**src/rtl/instruction_encoder.sv**
```systemverilog
`default_nettype none
// ============================================================================
// Module   : instruction_encoder
// Purpose  : Packs decoded MIPS fields into 32-bit words and streams them into
//            instruction memory at consecutive word addresses.
// Revision : 1.0 - initial release
// ============================================================================
module instruction_encoder #(
    parameter logic [31:0] BASE_ADDR = 32'h0040_0000,
    parameter int          DEPTH     = 256
) (
    input  logic                         clk,
    input  logic                         reset,
    input  logic                         start,
    input  logic                         stop,
    input  logic                         in_valid,
    output logic                         in_ready,
    input  logic [1:0]                   fmt,
    input  logic [5:0]                   opcode,
    input  logic [4:0]                   rs,
    input  logic [4:0]                   rt,
    input  logic [4:0]                   rd,
    input  logic [4:0]                   shamt,
    input  logic [5:0]                   funct,
    input  logic [15:0]                  imm,
    input  logic [25:0]                  target,
    output logic                         mem_we,
    output logic [31:0]                  mem_addr,
    output logic [31:0]                  mem_wdata,
    output logic [$clog2(DEPTH+1)-1:0]   count,
    output logic                         full,
    output logic                         err
);

    localparam int            c_cw   = $clog2(DEPTH + 1);
    localparam logic [c_cw-1:0] c_last = c_cw'(DEPTH - 1);
    localparam logic [c_cw-1:0] c_max  = c_cw'(DEPTH);

    typedef enum logic [1:0] {
        S_IDLE = 2'd0,
        S_LOAD = 2'd1,
        S_FULL = 2'd2
    } state_t;

    state_t            r_state;
    state_t            w_state_next;
    logic [c_cw-1:0]   r_count;
    logic              r_full;
    logic              r_err;
    logic              r_mem_we;
    logic [31:0]       r_mem_addr;
    logic [31:0]       r_mem_wdata;

    logic              w_ready;
    logic              w_accept;
    logic              w_reserved;
    logic              w_write;
    logic              w_last;
    logic [31:0]       w_word;
    logic [31:0]       w_addr;

    assign w_ready    = (r_state == S_LOAD) && !start && !stop;
    assign w_accept   = in_valid && w_ready;
    assign w_reserved = (fmt == 2'b11);
    assign w_write    = w_accept && !w_reserved;
    assign w_last     = (r_count == c_last);
    // Byte address of the next word, from the count before this accept.
    assign w_addr     = BASE_ADDR + (32'(r_count) << 2);

    always_comb begin
        w_word = 32'h0;
        case (fmt)
            2'b00:   w_word = {opcode, rs, rt, rd, shamt, funct};
            2'b01:   w_word = {opcode, rs, rt, imm};
            2'b10:   w_word = {opcode, target};
            default: w_word = 32'h0;
        endcase
    end

    always_ff @(posedge clk) begin
        if (reset) begin
            r_state <= S_IDLE;
        end else begin
            r_state <= w_state_next;
        end
    end

    always_comb begin
        w_state_next = r_state;
        if (start) begin
            w_state_next = S_LOAD;
        end else begin
            case (r_state)
                S_LOAD: begin
                    if (stop) begin
                        w_state_next = S_IDLE;
                    end else if (w_write && w_last) begin
                        w_state_next = S_FULL;
                    end
                end
                default: w_state_next = r_state;
            endcase
        end
    end

    always_ff @(posedge clk) begin
        if (reset) begin
            r_count     <= '0;
            r_full      <= 1'b0;
            r_err       <= 1'b0;
            r_mem_we    <= 1'b0;
            r_mem_addr  <= BASE_ADDR;
            r_mem_wdata <= 32'h0;
        end else begin
            // A write strobe lasts exactly one cycle after its accept.
            r_mem_we <= w_write;
            if (start) begin
                r_count <= '0;
                r_full  <= 1'b0;
                r_err   <= 1'b0;
            end else if (w_accept) begin
                if (w_reserved) begin
                    r_err <= 1'b1;
                end else begin
                    r_mem_addr  <= w_addr;
                    r_mem_wdata <= w_word;
                    if (r_count != c_max) begin
                        r_count <= r_count + 1'b1;
                    end
                    if (w_last) begin
                        r_full <= 1'b1;
                    end
                end
            end
        end
    end

    assign in_ready  = w_ready;
    assign mem_we    = r_mem_we;
    assign mem_addr  = r_mem_addr;
    assign mem_wdata = r_mem_wdata;
    assign count     = r_count;
    assign full      = r_full;
    assign err       = r_err;

endmodule
`default_nettype wire

```
**config.mk**
```make
export PLATFORM = sky130hd
export DESIGN_NAME = instruction_encoder
export DESIGN_NICKNAME = d
export VERILOG_FILES = /design/src/rtl/instruction_encoder.sv
export SDC_FILE = /design/constraint.sdc
export NUM_CORES = 1
export LEC_CHECK = 0
export CORE_MARGIN = 8
export CORE_UTILIZATION = 42
export CTS_BUF_LIST = sky130_fd_sc_hd__clkbuf_2 sky130_fd_sc_hd__clkbuf_4 sky130_fd_sc_hd__clkbuf_8
export CTS_CLUSTER_SIZE = 16
export DETAILED_ROUTE_END_ITERATION = 8
export PLACE_DENSITY = 0.95
export SKIP_CTS_REPAIR_TIMING = 1
export SYNTH_ARGS = -nofsm -noshare
export SYNTH_HDL_FRONTEND = slang
export SYNTH_SLANG_ARGS = --single-unit
```
**constraint.sdc**
```tcl
create_clock -name clk -period 4.7 [get_ports clk]
set_input_delay 0.94 -clock clk [delete_from_list [all_inputs] [get_ports clk]]
set_output_delay 0.94 -clock clk [all_outputs]
set_load 0.05 [all_outputs]
```
==> metrics, run 1 <==
RSZ-0062 raised after global routing=false; remaining antenna violation count=0; vias in the first global route=2736; Arrival @ worst endpoint=2.80 ns; met3 Use GR=7.40%; worst hold path class=reg -> reg; Most Crowded Layer GR=met2; Die Area=9110 um2; initial DRC count=164; CP Capture Type=output port; Pleak=1.44 nW; ratio of cells with drive above 1 in the final layout=3.79%; ys async rst share=0%; Final Hold Vio Count=0; Post-synth EDFFs=0; pwr dens=245 nW/um2; endpoints failing setup=0; htree depth=2; nets=531; antenna violations before repair=0; fmax=267 MHz; I/O pin count=158; outcome=finished, final reports clean; setup_tns=0 ns; cell mode on critical path=clkdlybuf4s50_1; met2 usage=31.8%; Cell variety after synth=34; Seq/Total Area, Yosys=41.5%; Internal=0.725 mW; Die Y=95.5 um; CTS Sinks=55; top-count cell post-synth=dfxtp_1; Clk pin slew, worst setup/hold paths=0.09 ns; Seq cells post-synth=55; Avg WL per Cell=16.9 um; met1 GRT Util=21.5%; worst skew pair latency=0.30 ns; CTS Buffer Depth=2; worst path required time=3.76 ns; Horiz. Die Dim=95.5 um; Max IR drop VDD=0.159 mV; initial core utilization=42.5%; GRT Overall Usage=18.7%; CTS buffer count=5; critical path class=in -> out; global-route wire length before repair=13700 um; slowest stage delay, CP=0.89 ns; # DRC=0; worst slew slack as a fraction of its limit=39.7%; Sw Ratio=26.5%; core box area=6240 um2; port buffer count=134; top cell type's share of synthesized area=41.5%; Syn. warnings=0; Max Slew Vio Count=0; root buffer cell=clkbuf_8; Syn Area/Cell=8.04 um2; combinational power share=18.9%; crit start category=input pin; synth cell count leaders=55 x dfxtp_1, 53 x nand2_1, 37 x nor2_1, 31 x a21oi_1, 25 x buf_4; synthesized cell area=2650 um2; Hold WS=0.458 ns; Layout area overhead=51.6%; Final Cycle Share=79.6%; GPL Wtd Cong=0.852; routed vias/inst=5.28; worst-margin pin slew=0.905 ns; # rows=29; top post-synthesis cells by area=dfxtp_1 42%, nand2_1 7.5%, buf_4 7.1%; area leader, netlist=dfxtp_1; CTS tree=done; Max Cap Violations=0; Flop pwr share=48.0%; Syn Inst Count=330; largest net degree at the start of global routing=51; crit path max-delay cell type=clkdlybuf4s50_1; P_sw=0.261 mW; hpwl dp=6740 um; Tmin final=3.74 ns; Initial DRT Pass Iterations=5; GRT overflow=0; critical path fanouts, max=5; final wirelength=8850 um; via count=2771; main flop type after synthesis=dfxtp_1; Clock Skews=0.00603 ns; crit-path cells=clkdlybuf4s50_1 -> nor4b_4 -> clkdlybuf4s50_1; Clock power frac=33.1%; n_diodes=0
-- per-stage QoR --
stage	power (mW)	utilization [%]	worst slack, ns	std cells	cell area, um2
floorplan	0.597	-	2.05	351	2730
global placement	0.665	62.6	1.02	517	3900
detailed placement	0.670	62.6	0.978	517	3900
CTS	0.992	64.4	0.975	525	4020
global route	1.02	64.4	0.911	525	4020
finish	0.986	64.4	0.959	525	4020
-- cell families after synthesis --
family | count (synthesis) | share of synthesized area [%]
simple gates | 131 | 22.7
compound gates | 68 | 16.2
mux | 16 | 6.04
xor+xnor | 1 | 0.330
fa+ha+maj | 3 | 1.42
flops | 55 | 41.5
other cells | 2 | 0.283
buf+inv | 54 | 11.6
-- per-layer routing --
| layer | share of wire (%) | wire length (um) |
|---|---|---|
| met1 | 39 | 3440 |
| met2 | 50 | 4400 |
| met3 | 10 | 885 |
| met4 | 1.5 | 132 |
| met5 | 0 | 0 |
-- worst paths after layout --
| path | startpoint | to | slack, ns | depth (start not counted) |
|---|---|---|---|---|
| max | start | in_ready | 0.96 | 3 |
| min | mem_wdata[31] | mem_wdata[31] | 0.46 | 2 |
| max reg2reg | r_state[1] | mem_wdata[8] | 2.58 | 4 |
| min reg2reg | mem_wdata[31] | mem_wdata[31] | 0.46 | 2 |
-- critical path: cells and delay by family --
| kind | cells | cell delay [ns] |
|---|---|---|
| and+or+nand+nor | 1 | 0.48 |
| buffers and inverters | 2 | 1.38 |
-- area by class of cell --
| cell class | instances | area (um2) |
|---|---|---|
| Multi-Input combinational cell | 242 | 1330 |
| Timing Repair Buffer | 137 | 1360 |
| Fill cell | 525 | 2220 |
| Clock inverter | 2 | 35.0 |
| Tap cell | 77 | 96.3 |
| Inverter | 6 | 22.5 |
| Sequential cell | 55 | 1100 |
| Clock buffer | 6 | 82.6 |
-- state kept, by name, indices dropped and copies added (netlist names) --
| signal | count |
|---|---|
| mem_wdata | 32 |
| count | 9 |
| mem_addr | 9 |
| r_state | 2 |
| err | 1 |
| full | 1 |
| mem_we | 1 |
-- cell usage in the layout, fill, tap and decap left out, types with 2 or more instances in the layout --
cell,instances
ha_1,3
nand2_1,53
o21ai_0,8
o31ai_1,3
nand3_1,3
buf_4,3
or4_1,4
a221oi_1,10
nor4b_1,2
dfxtp_1,55
nor2_1,37
a211oi_1,10
clkbuf_8,6
nor3_1,20
mux2i_1,16
conb_1,23
inv_1,6
and4_1,2
clkdlybuf4s50_1,133
nand4_1,3
a21oi_1,31
o211ai_1,2
-- power by group through the flow --
stage                     clock, mW  combinational (mW)  sequential [mW]
after CTS                     0.332               0.186            0.473
after global routing          0.348               0.198            0.474
final                         0.326               0.186            0.473
after floorplan                   0              0.0981            0.499
after global placement            0               0.181            0.484
after detailed placement          0               0.185            0.484
Power figures use the tool's default switching activity.
==> inputs of run 2 (changes only) <==
- CORE_UTILIZATION: 42 -> 35
- PLACE_DENSITY: 0.95 -> 0.9
- clock period: 4.7 -> 3.2 ns (I/O delays scaled with it)
==> run 2 against run 1 <==
Cell count is 5.3% higher. Critical path depth increased by 1. Combinational power increased by 51%. Sequential power grew 47%. Die area is 17% higher. Via count grew 0.36%. Critical endpoint unchanged. Flip-flop and latch count unchanged.
==> metrics, run 2 (synthesized netlist as in run 1, its figures left out) <==
antenna violations before repair=0 (unchanged); Die Area=10600 um2 (+17%); worst skew pair latency=0.30 ns (about the same); setup_tns=0 ns (unchanged); CTS tree=done; Final Cycle Share=75.3%; via count=2781 (+0.36%); initial core utilization=36.4% (-6.1 points); commonest non-fill, non-tap cell in the layout=clkdlybuf4s50_1; outcome=finished, final reports clean; nets=537 (+1.1%); max reg flops=32 (unchanged); core box area=7290 um2 (+17%); htree depth=2 (unchanged); GRT Overall Usage=16.5% (-2.2 points); largest net degree at the start of global routing=29 (-43%); worst slew slack as a fraction of its limit=51.2% (+12 points); Horiz. Die Dim=103 um (+7.9%); n_diodes=0 (unchanged); CP Capture Type=output port; Clock Skews=0.00175 ns (-0.00428 ns); I/O pin count=158 (unchanged); # rows=31 (+6.9%); Initial DRT Pass Iterations=5 (unchanged); root buffer cell=clkbuf_8; CTS buffer count=5 (unchanged); RSZ-0062 raised after global routing=false; area of the multi-input gates=1330 um2 (unchanged); initial DRC count=127 (-23%); critical path class=in -> out; Die Y=103 um (+7.9%); worst-margin pin slew=0.731 ns (-0.174 ns); worst hold path class=reg -> reg; fmax=415 MHz; Clk pin slew, worst setup/hold paths=0.09 ns (about the same); # DRC=0 (unchanged); GRT overflow=0 (unchanged); remaining antenna violation count=0 (unchanged); Hold WS=0.457 ns (-0.000548 ns); Max IR drop VDD=0.235 mV (+47%); Tmin final=2.41 ns; port buffer count=134 (unchanged); routed vias/inst=5.03 (-4.7%); hpwl dp=7330 um (+8.6%); Max Cap Violations=0 (unchanged); CTS Buffer Depth=2 (unchanged); critical path fanouts, max=4 (-1); Final Hold Vio Count=0 (unchanged); Layout area overhead=54.9%; final wirelength=9160 um (+3.4%); pwr dens=352 nW/um2 (+44%); post-place setup slack=0.541 ns (-0.437 ns); worst setup margin=0.790 ns (-0.168 ns); GPL Wtd Cong=0.774 (-9.2%); endpoints failing setup=0 (unchanged); Final Util=56.3% (-8.1 points); Avg WL per Cell=16.6 um (-1.8%); Max Slew Vio Count=0 (unchanged); most frequent cells in the layout=133 x clkdlybuf4s50_1, 55 x dfxtp_1, 53 x nand2_1; Register Area=1100 um2 (unchanged); worst path required time=2.56 ns (-1.20 ns); global-route wire length before repair=13800 um (+0.45%); crit start category=input pin; Arrival @ worst endpoint=1.77 ns (-1.03 ns); ratio of cells with drive above 1 in the final layout=5.07% (+1.3 points); Fill cells=677 (+29%); vias in the first global route=2855 (+4.3%); Pleak=1.47 nW (+2.4%); CTS Sinks=55 (unchanged)
## run 2: changes by cell type in the layout (fill, tap and decap cells not counted), sizes merged
cell,delta
buf,+6
## run 2: final cells by class
class                           count  share of cell area, %
Timing Repair Buffer              143                   34.5
Sequential cell                    55                   26.8
Multi-Input combinational cell    242                   32.2
Tap cell                           99                   3.01
Inverter                            6                  0.548
Clock buffer                        6                   2.01
Clock inverter                      2                  0.853
## run 2: final timing paths
check | depth (start not counted) | from | slack [ns] | endpoint
worst max-delay path | 4 | start | 0.79 | in_ready
worst min register to register | 2 | mem_addr[6] | 0.46 | mem_addr[6]
worst min-delay path | 2 | mem_addr[6] | 0.46 | mem_addr[6]
worst max register to register | 6 | count[0] | 1.21 | count[4]
## run 2: per-layer routing
| layer | wire length (um) | share of wire (%) | vias to the layer above | GRT usage, % |
|---|---|---|---|---|
| met3 | 1030 | 11 | 12 | 6.95 |
| met2 | 4420 | 48 | 139 | 28.3 |
| met4 | 153 | 1.7 | 0 | 6.01 |
| li1 | - | - | 1340 | - |
| met5 | 0 | 0 | - | 0 |
| met1 | 3550 | 39 | 1290 | 17.7 |
## run 2: power breakdown
| group | switching (mW) | internal [mW] |
|---|---|---|
| clock network | 0.217 | 0.253 |
| registers | 0.00401 | 0.691 |
| logic | 0.157 | 0.123 |
## run 2: critical path: stages
cell and delay, ns:
clkdlybuf4s50_1 0.49, nor4b_4 0.31, buf_4 0.19, buf_12 0.14
## run 2: per-stage QoR
stage	instances	total power, mW	area (um2)
6_report	553	1.45	4110
5_1_grt	553	1.49	4110
4_1_cts	553	1.45	4110
3_5_place_dp	545	0.990	3990
3_3_place_gp	545	0.985	3990
2_1_floorplan	351	0.877	2730
